$ cat config.mk
export PLATFORM = sky130hd
export DESIGN_NAME = sys_time_sync
export DESIGN_NICKNAME = d
export VERILOG_FILES = /design/src/rtl/sys_time_sync_pkg.sv /design/src/rtl/sys_time_sync_sat_sub.sv /design/src/rtl/sys_time_sync.sv
export SDC_FILE = /design/constraint.sdc
export NUM_CORES = 1
export LEC_CHECK = 0
export BUFFER_PORTS_ARGS = -buffer_cell sky130_fd_sc_hd__clkbuf_2
export CAP_MARGIN = 20
export CORE_MARGIN = 2
export CORE_UTILIZATION = 54
export DETAILED_ROUTE_END_ITERATION = 8
export PLACE_DENSITY = 0.77
export SYNTH_ARGS = -nofsm -noshare
export SYNTH_HDL_FRONTEND = slang
export SYNTH_SLANG_ARGS = --single-unit
$ cat constraint.sdc
create_clock -name clk -period 3.3 [get_ports clk]
set_input_delay 0.33 -clock clk [delete_from_list [all_inputs] [get_ports clk]]
set_output_delay 0.33 -clock clk [all_outputs]
set_load 0.01 [all_outputs]
$ cat src/rtl/sys_time_sync_pkg.sv
// rtl/sys_time_sync_pkg.sv - shared types and widths for system time synchronisation
package sys_time_sync_pkg;

  localparam int SYS_TIME_W = 64;
  localparam int DRIFT_W    = 32;

  typedef enum logic [1:0] {
    IDLE,
    CALC,
    WAIT_BND
  } sync_state_t;

  typedef logic [SYS_TIME_W-1:0] sys_time_t;

endpackage

$ cat src/rtl/sys_time_sync_sat_sub.sv
// rtl/sys_time_sync_sat_sub.sv - signed 64-bit subtract saturated into a signed 32-bit result
module sat_sub_s64_to_s32
  import sys_time_sync_pkg::*;
(
  input  sys_time_t          a,
  input  sys_time_t          b,
  output logic [DRIFT_W-1:0] y
);

  sys_time_t diff;
  logic      all_ones;
  logic      any_ones;

  assign diff = a - b;

  // The result fits only when every bit above the output sign bit matches the 64-bit sign.
  assign all_ones = &diff[SYS_TIME_W-2:DRIFT_W-1];
  assign any_ones = |diff[SYS_TIME_W-2:DRIFT_W-1];

  always_comb begin
    y = diff[DRIFT_W-1:0];
    if (!diff[SYS_TIME_W-1] && any_ones) begin
      y = {1'b0, {(DRIFT_W-1){1'b1}}};
    end else if (diff[SYS_TIME_W-1] && !all_ones) begin
      y = {1'b1, {(DRIFT_W-1){1'b0}}};
    end
  end

endmodule

$ cat src/rtl/sys_time_sync.sv
// rtl/sys_time_sync.sv - offset-adjusted system time with period-aligned offset updates
// Optional drift output enabled by defining SYS_TIME_SYNC_DRIFT_EN.
module sys_time_sync
  import sys_time_sync_pkg::*;
#(
  parameter int WIDTH  = SYS_TIME_W,
  parameter int PERIOD = 512,
  parameter int CNT_W  = $clog2(PERIOD)
) (
  input  logic               clk,
  input  logic               rst_n,
  input  logic               locked,
  input  logic [WIDTH-1:0]   sys_time,
  input  logic               sync_valid,
  input  logic [WIDTH-1:0]   sync_time,
  output logic               sync_ready,
  output logic               sync_done,
  output logic [WIDTH-1:0]   sys_time_adj,
  output logic [CNT_W-1:0]   time_cnt,
`ifdef SYS_TIME_SYNC_DRIFT_EN
  output logic [DRIFT_W-1:0] drift,
`endif
  output logic               update
);

  if (PERIOD < 2 || (PERIOD & (PERIOD - 1)) != 0) begin : g_bad_period
    $error("sys_time_sync: PERIOD must be a power of two and at least 2");
  end

  sync_state_t      state;
  sync_state_t      state_nxt;
  logic [WIDTH-1:0] offset_cur;
  logic [WIDTH-1:0] offset_new;
  logic [WIDTH-1:0] sync_q;
  logic [WIDTH-1:0] sys_q;
  logic [WIDTH-1:0] adj_sum;
  logic             accept;
  logic             calc_en;
  logic             fire;

  assign adj_sum  = sys_time + offset_cur;
  assign time_cnt = sys_time_adj[CNT_W-1:0];

  always_ff @(posedge clk or negedge rst_n) begin
    if (!rst_n) begin
      state <= IDLE;
    end else begin
      state <= state_nxt;
    end
  end

  always_comb begin
    state_nxt  = state;
    sync_ready = 1'b0;
    accept     = 1'b0;
    calc_en    = 1'b0;
    fire       = 1'b0;
    case (state)
      IDLE: begin
        // Ready is gated by rst_n so it reads 0 while reset is held.
        sync_ready = locked && rst_n;
        if (sync_valid && locked && rst_n) begin
          accept    = 1'b1;
          state_nxt = CALC;
        end
      end
      CALC: begin
        calc_en   = 1'b1;
        state_nxt = WAIT_BND;
      end
      WAIT_BND: begin
        if (time_cnt == CNT_W'(PERIOD - 1)) begin
          fire      = 1'b1;
          state_nxt = IDLE;
        end
      end
      default: state_nxt = IDLE;
    endcase
    if (!locked) begin
      state_nxt = IDLE;
      accept    = 1'b0;
      calc_en   = 1'b0;
      fire      = 1'b0;
    end
  end

  // The boundary edge still loads with the old offset; the new one applies from the next load.
  always_ff @(posedge clk or negedge rst_n) begin
    if (!rst_n) begin
      sys_time_adj <= '0;
      update       <= 1'b0;
      sync_done    <= 1'b0;
      offset_cur   <= '0;
      offset_new   <= '0;
      sync_q       <= '0;
      sys_q        <= '0;
    end else if (locked) begin
      sys_time_adj <= adj_sum;
      update       <= (adj_sum[CNT_W-1:0] == '0);
      sync_done    <= fire;
      if (accept) begin
        sync_q <= sync_time;
        sys_q  <= sys_time;
      end
      if (calc_en) begin
        offset_new <= sync_q - sys_q;
      end
      if (fire) begin
        offset_cur <= offset_new;
      end
    end else begin
      sync_done <= 1'b0;
    end
  end

`ifdef SYS_TIME_SYNC_DRIFT_EN
  if (WIDTH != SYS_TIME_W) begin : g_bad_width
    $error("sys_time_sync: drift output requires WIDTH == SYS_TIME_W");
  end

  logic [DRIFT_W-1:0] drift_sat;

  sat_sub_s64_to_s32 u_sat_sub (
    .a (offset_new),
    .b (offset_cur),
    .y (drift_sat)
  );

  always_ff @(posedge clk or negedge rst_n) begin
    if (!rst_n) begin
      drift <= '0;
    end else if (fire) begin
      drift <= drift_sat;
    end
  end
`endif

endmodule
==> results.json <==
{
  "outcome": "finished, violations left",
  "violations": "negative setup slack",
  "worst_pin_slew_ns": 0.887,
  "cts.sinks": 324,
  "htreeDepth": 2,
  "num_antenna_cells": 0,
  "vias": 17100,
  "fin_ws_ns": -0.0561,
  "final_area_sq_um": 24000,
  "grt_pass1_wl_um": 90100,
  "crit_path_top_delay_cell": "a2111oi_4",
  "yosysTopAreaCellShare": 0.410,
  "worstSkewPairLatency_ns": 0.55,
  "p_per_area_nw_per_um2": 655,
  "finalSetupViolations": 4,
  "vdd.ir_drop.worst_mv": 0.472,
  "place_area_sq_um": 21900,
  "drt-wirelength-per-cell_um": 19.5,
  "r2r_cells": 12,
  "grt_setup_unrepaired": "true",
  "synth-warning-count": 0,
  "die_x_um": 195,
  "criticalPathCategory": "register to register",
  "crit_buf_inv": 1,
  "die_y_um": 195,
  "synth-async-reset-ratio": 1.00,
  "finalNetCount": 2652,
  "pin_count": 208,
  "synth_fp_nets": 2341,
  "multi_input_area_sq_um": 11100,
  "portBuffers": 207,
  "skew_ns": 0.0131,
  "critPathMostFrequentCell": "a2111oi_4",
  "clock.fmax_ghz": 0.298,
  "drtIter0Drc": 1390,
  "cts_buffers": 39,
  "synthesis.area_sq_um": 19800,
  "synth_seq_cells": 324,
  "antenna_found_initial": 0,
  "cts_tree": "yes",
  "gp_congestion": 0.924,
  "max-slew-margin-rel": 0.409,
  "regArea_sq_um": 8110,
  "area_growth_pct": 21.5,
  "crit_cells": 12,
  "dp_hpwl_um": 41700,
  "fin_hold_ws_ns": 0.0220,
  "cts_root_buf": "clkbuf_16",
  "firstDrtPassIters": 5,
  "synth-edff-count": 0,
  "hold_end": "sync_q[17]$_DFFE_PN0P_",
  "critPathTopFamily": "compound AO/OA/AOI/OAI gates",
  "synthTopCellsByCount": "dfrtp_1, nand2_1, o21ai_0",
  "ant_nets": 0,
  "synth_area_leaders": "dfrtp_1, mux2_2, ha_1",
  "ys_seq_area_frac": 0.410,
  "grt_max_degree": 134,
  "track_usage": 0.295,
  "ff2ff_setup_slack_ns": -0.06,
  "vias_per_cell": 5.94,
  "slew_viol_final": 0,
  "yosysUniqueCellTypes": 90,
  "design.die.area_sq_um": 38200,
  "synth.largest_area_cell": "dfrtp_1",
  "post-route-period-util": 1.02,
  "start_util": 0.545,
  "grt_overflow": 0,
  "syn_avg_cell_area_sq_um": 9.51,
  "yosysMostFrequentCell": "dfrtp_1",
  "drt-total-wl_um": 56300,
  "synth_cells": 2081,
  "cp.arrival_ns": 3.77,
  "regToRegEndpoint": "offset_new[57]$_DFFE_PN0P_",
  "required_ns": 3.71,
  "finalCriticalPeriod_ns": 3.36,
  "holdCritStartpoint": "sync_time[17]",
  "drc": 0,
  "hp-class": "input pin to register",
  "drive_gt1_frac": 0.280,
  "fillCellCount": 2894,
  "hold_violations": 0,
  "start_kind": "register",
  "max_cap_violations": 0,
  "ys.flop_type": "dfrtp_1",
  "end_kind": "register",
  "coreArea_sq_um": 36300,
  "rr_startpoint": "sync_q[8]$_DFFE_PN0P_",
  "hold_depth": 2,
  "clockBufferDepth": 3,
  "grt_pass1_vias": 17000,
  "slowest_delay_ns": 0.44,
  "path_cells": "ha_4 -> nand4_1 -> or3_1 -> a311o_2 -> a2111oi_4 -> o2111ai_4 -> a2111oi_4 -> nor2_4 -> buf_4 -> o21ai_2 -> xnor2_1 -> o21ai_1",
  "path_max_fanout": 4,
  "rows": 70,
  "clk_pin_slew_ns": 0.06,
  "p_leak_nw": 11.5
}
## logic make-up (layout without fill, tap and decap cells)
family	after synthesis	count (layout)	synth area share
compound gates	602	602	0.192
xor+xnor	105	105	0.0464
fa+ha+maj	128	128	0.0816
buf+inv	222	559	0.0494
flops	324	324	0.410
mux	176	176	0.100
simple gates	524	524	0.121
## registers in the layout, indices dropped and copies added (netlist names)
register and cells:
sync_done 1, offset_cur 64, state 2, sync_q 64, sys_time_adj 64, offset_new 64
sys_q 64, update 1
## area by class of cell
class	count	share of cell area
Clock buffer	59	0.0484
Clock inverter	8	0.00614
Timing Repair Buffer	387	0.104
Multi-Input combinational cell	1535	0.463
Sequential cell	324	0.337
Inverter	105	0.0164
Tap cell	468	0.0244
## cells in the final DEF (no fill, tap or decap), types with 13 or more instances in the layout
| cell type | n |
|---|---|
| inv_1 | 104 |
| nor2_1 | 92 |
| o21ai_1 | 17 |
| o21ai_0 | 178 |
| a211oi_1 | 13 |
| a31oi_1 | 16 |
| and3_1 | 14 |
| nand4_1 | 37 |
| nand3_1 | 38 |
| a21o_1 | 63 |
| dfrtp_1 | 324 |
| o21a_1 | 18 |
| clkbuf_2 | 205 |
| mux2_2 | 174 |
| ha_1 | 114 |
| nor3_1 | 24 |
| clkbuf_16 | 41 |
| dlygate4sd3_1 | 27 |
| xor2_1 | 34 |
| nand2_1 | 245 |
| o21bai_1 | 25 |
| buf_4 | 150 |
| a21oi_1 | 145 |
| xnor2_1 | 71 |
## stage by stage
step | utilization | worst slack, ns | setup TNS [ns] | std cells | power [W]
finish | 0.662 | -0.0561 | -0.122 | 2886 | 0.0158
global route | 0.662 | -0.203 | -0.966 | 2886 | 0.0166
global placement | 0.603 | -0.173 | -1.51 | 2776 | 0.0107
CTS | 0.653 | -0.0766 | -0.174 | 2877 | 0.0155
detailed placement | 0.603 | -0.268 | -2.71 | 2776 | 0.0108
floorplan | - | 0.102 | 0 | 2081 | 0.00889
## report_power, final
| group | switching [W] | total [W] | internal [W] |
|---|---|---|---|
| clock | 0.00171 | 0.00444 | 0.00274 |
| sequential | 0.000449 | 0.00523 | 0.00478 |
| combinational | 0.00338 | 0.00608 | 0.00270 |
## worst max path at each step
stage,start,to
floorplan,offset_cur[0]$_DFFE_PN0P_,sys_time_adj[40]$_DFFE_PN0P_
global placement,sys_time[0],sys_time_adj[60]$_DFFE_PN0P_
detailed placement,sys_q[1]$_DFFE_PN0P_,offset_new[55]$_DFFE_PN0P_
CTS,sys_q[1]$_DFFE_PN0P_,offset_new[63]$_DFFE_PN0P_
global route,sys_q[5]$_DFFE_PN0P_,offset_new[55]$_DFFE_PN0P_
finish,sync_q[8]$_DFFE_PN0P_,offset_new[57]$_DFFE_PN0P_
## per-layer routing
metal | GRT usage | part of all wire
met3 | 0.0396 | 0.059
met5 | 0 | 0
met2 | 0.474 | 0.46
met1 | 0.404 | 0.44
met4 | 0.124 | 0.038
## timing repair
item | 4_1_cts | 5_1_grt
hold buffers | 27 | 0
buffers inserted | 7 | 10
hold endpoints to repair | 76 | 0
setup endpoints to repair | 27 | 39
gates resized for setup | 27 | 42
pin swaps | 18 | 22
No activity file was read; power rests on OpenSTA's default activity.
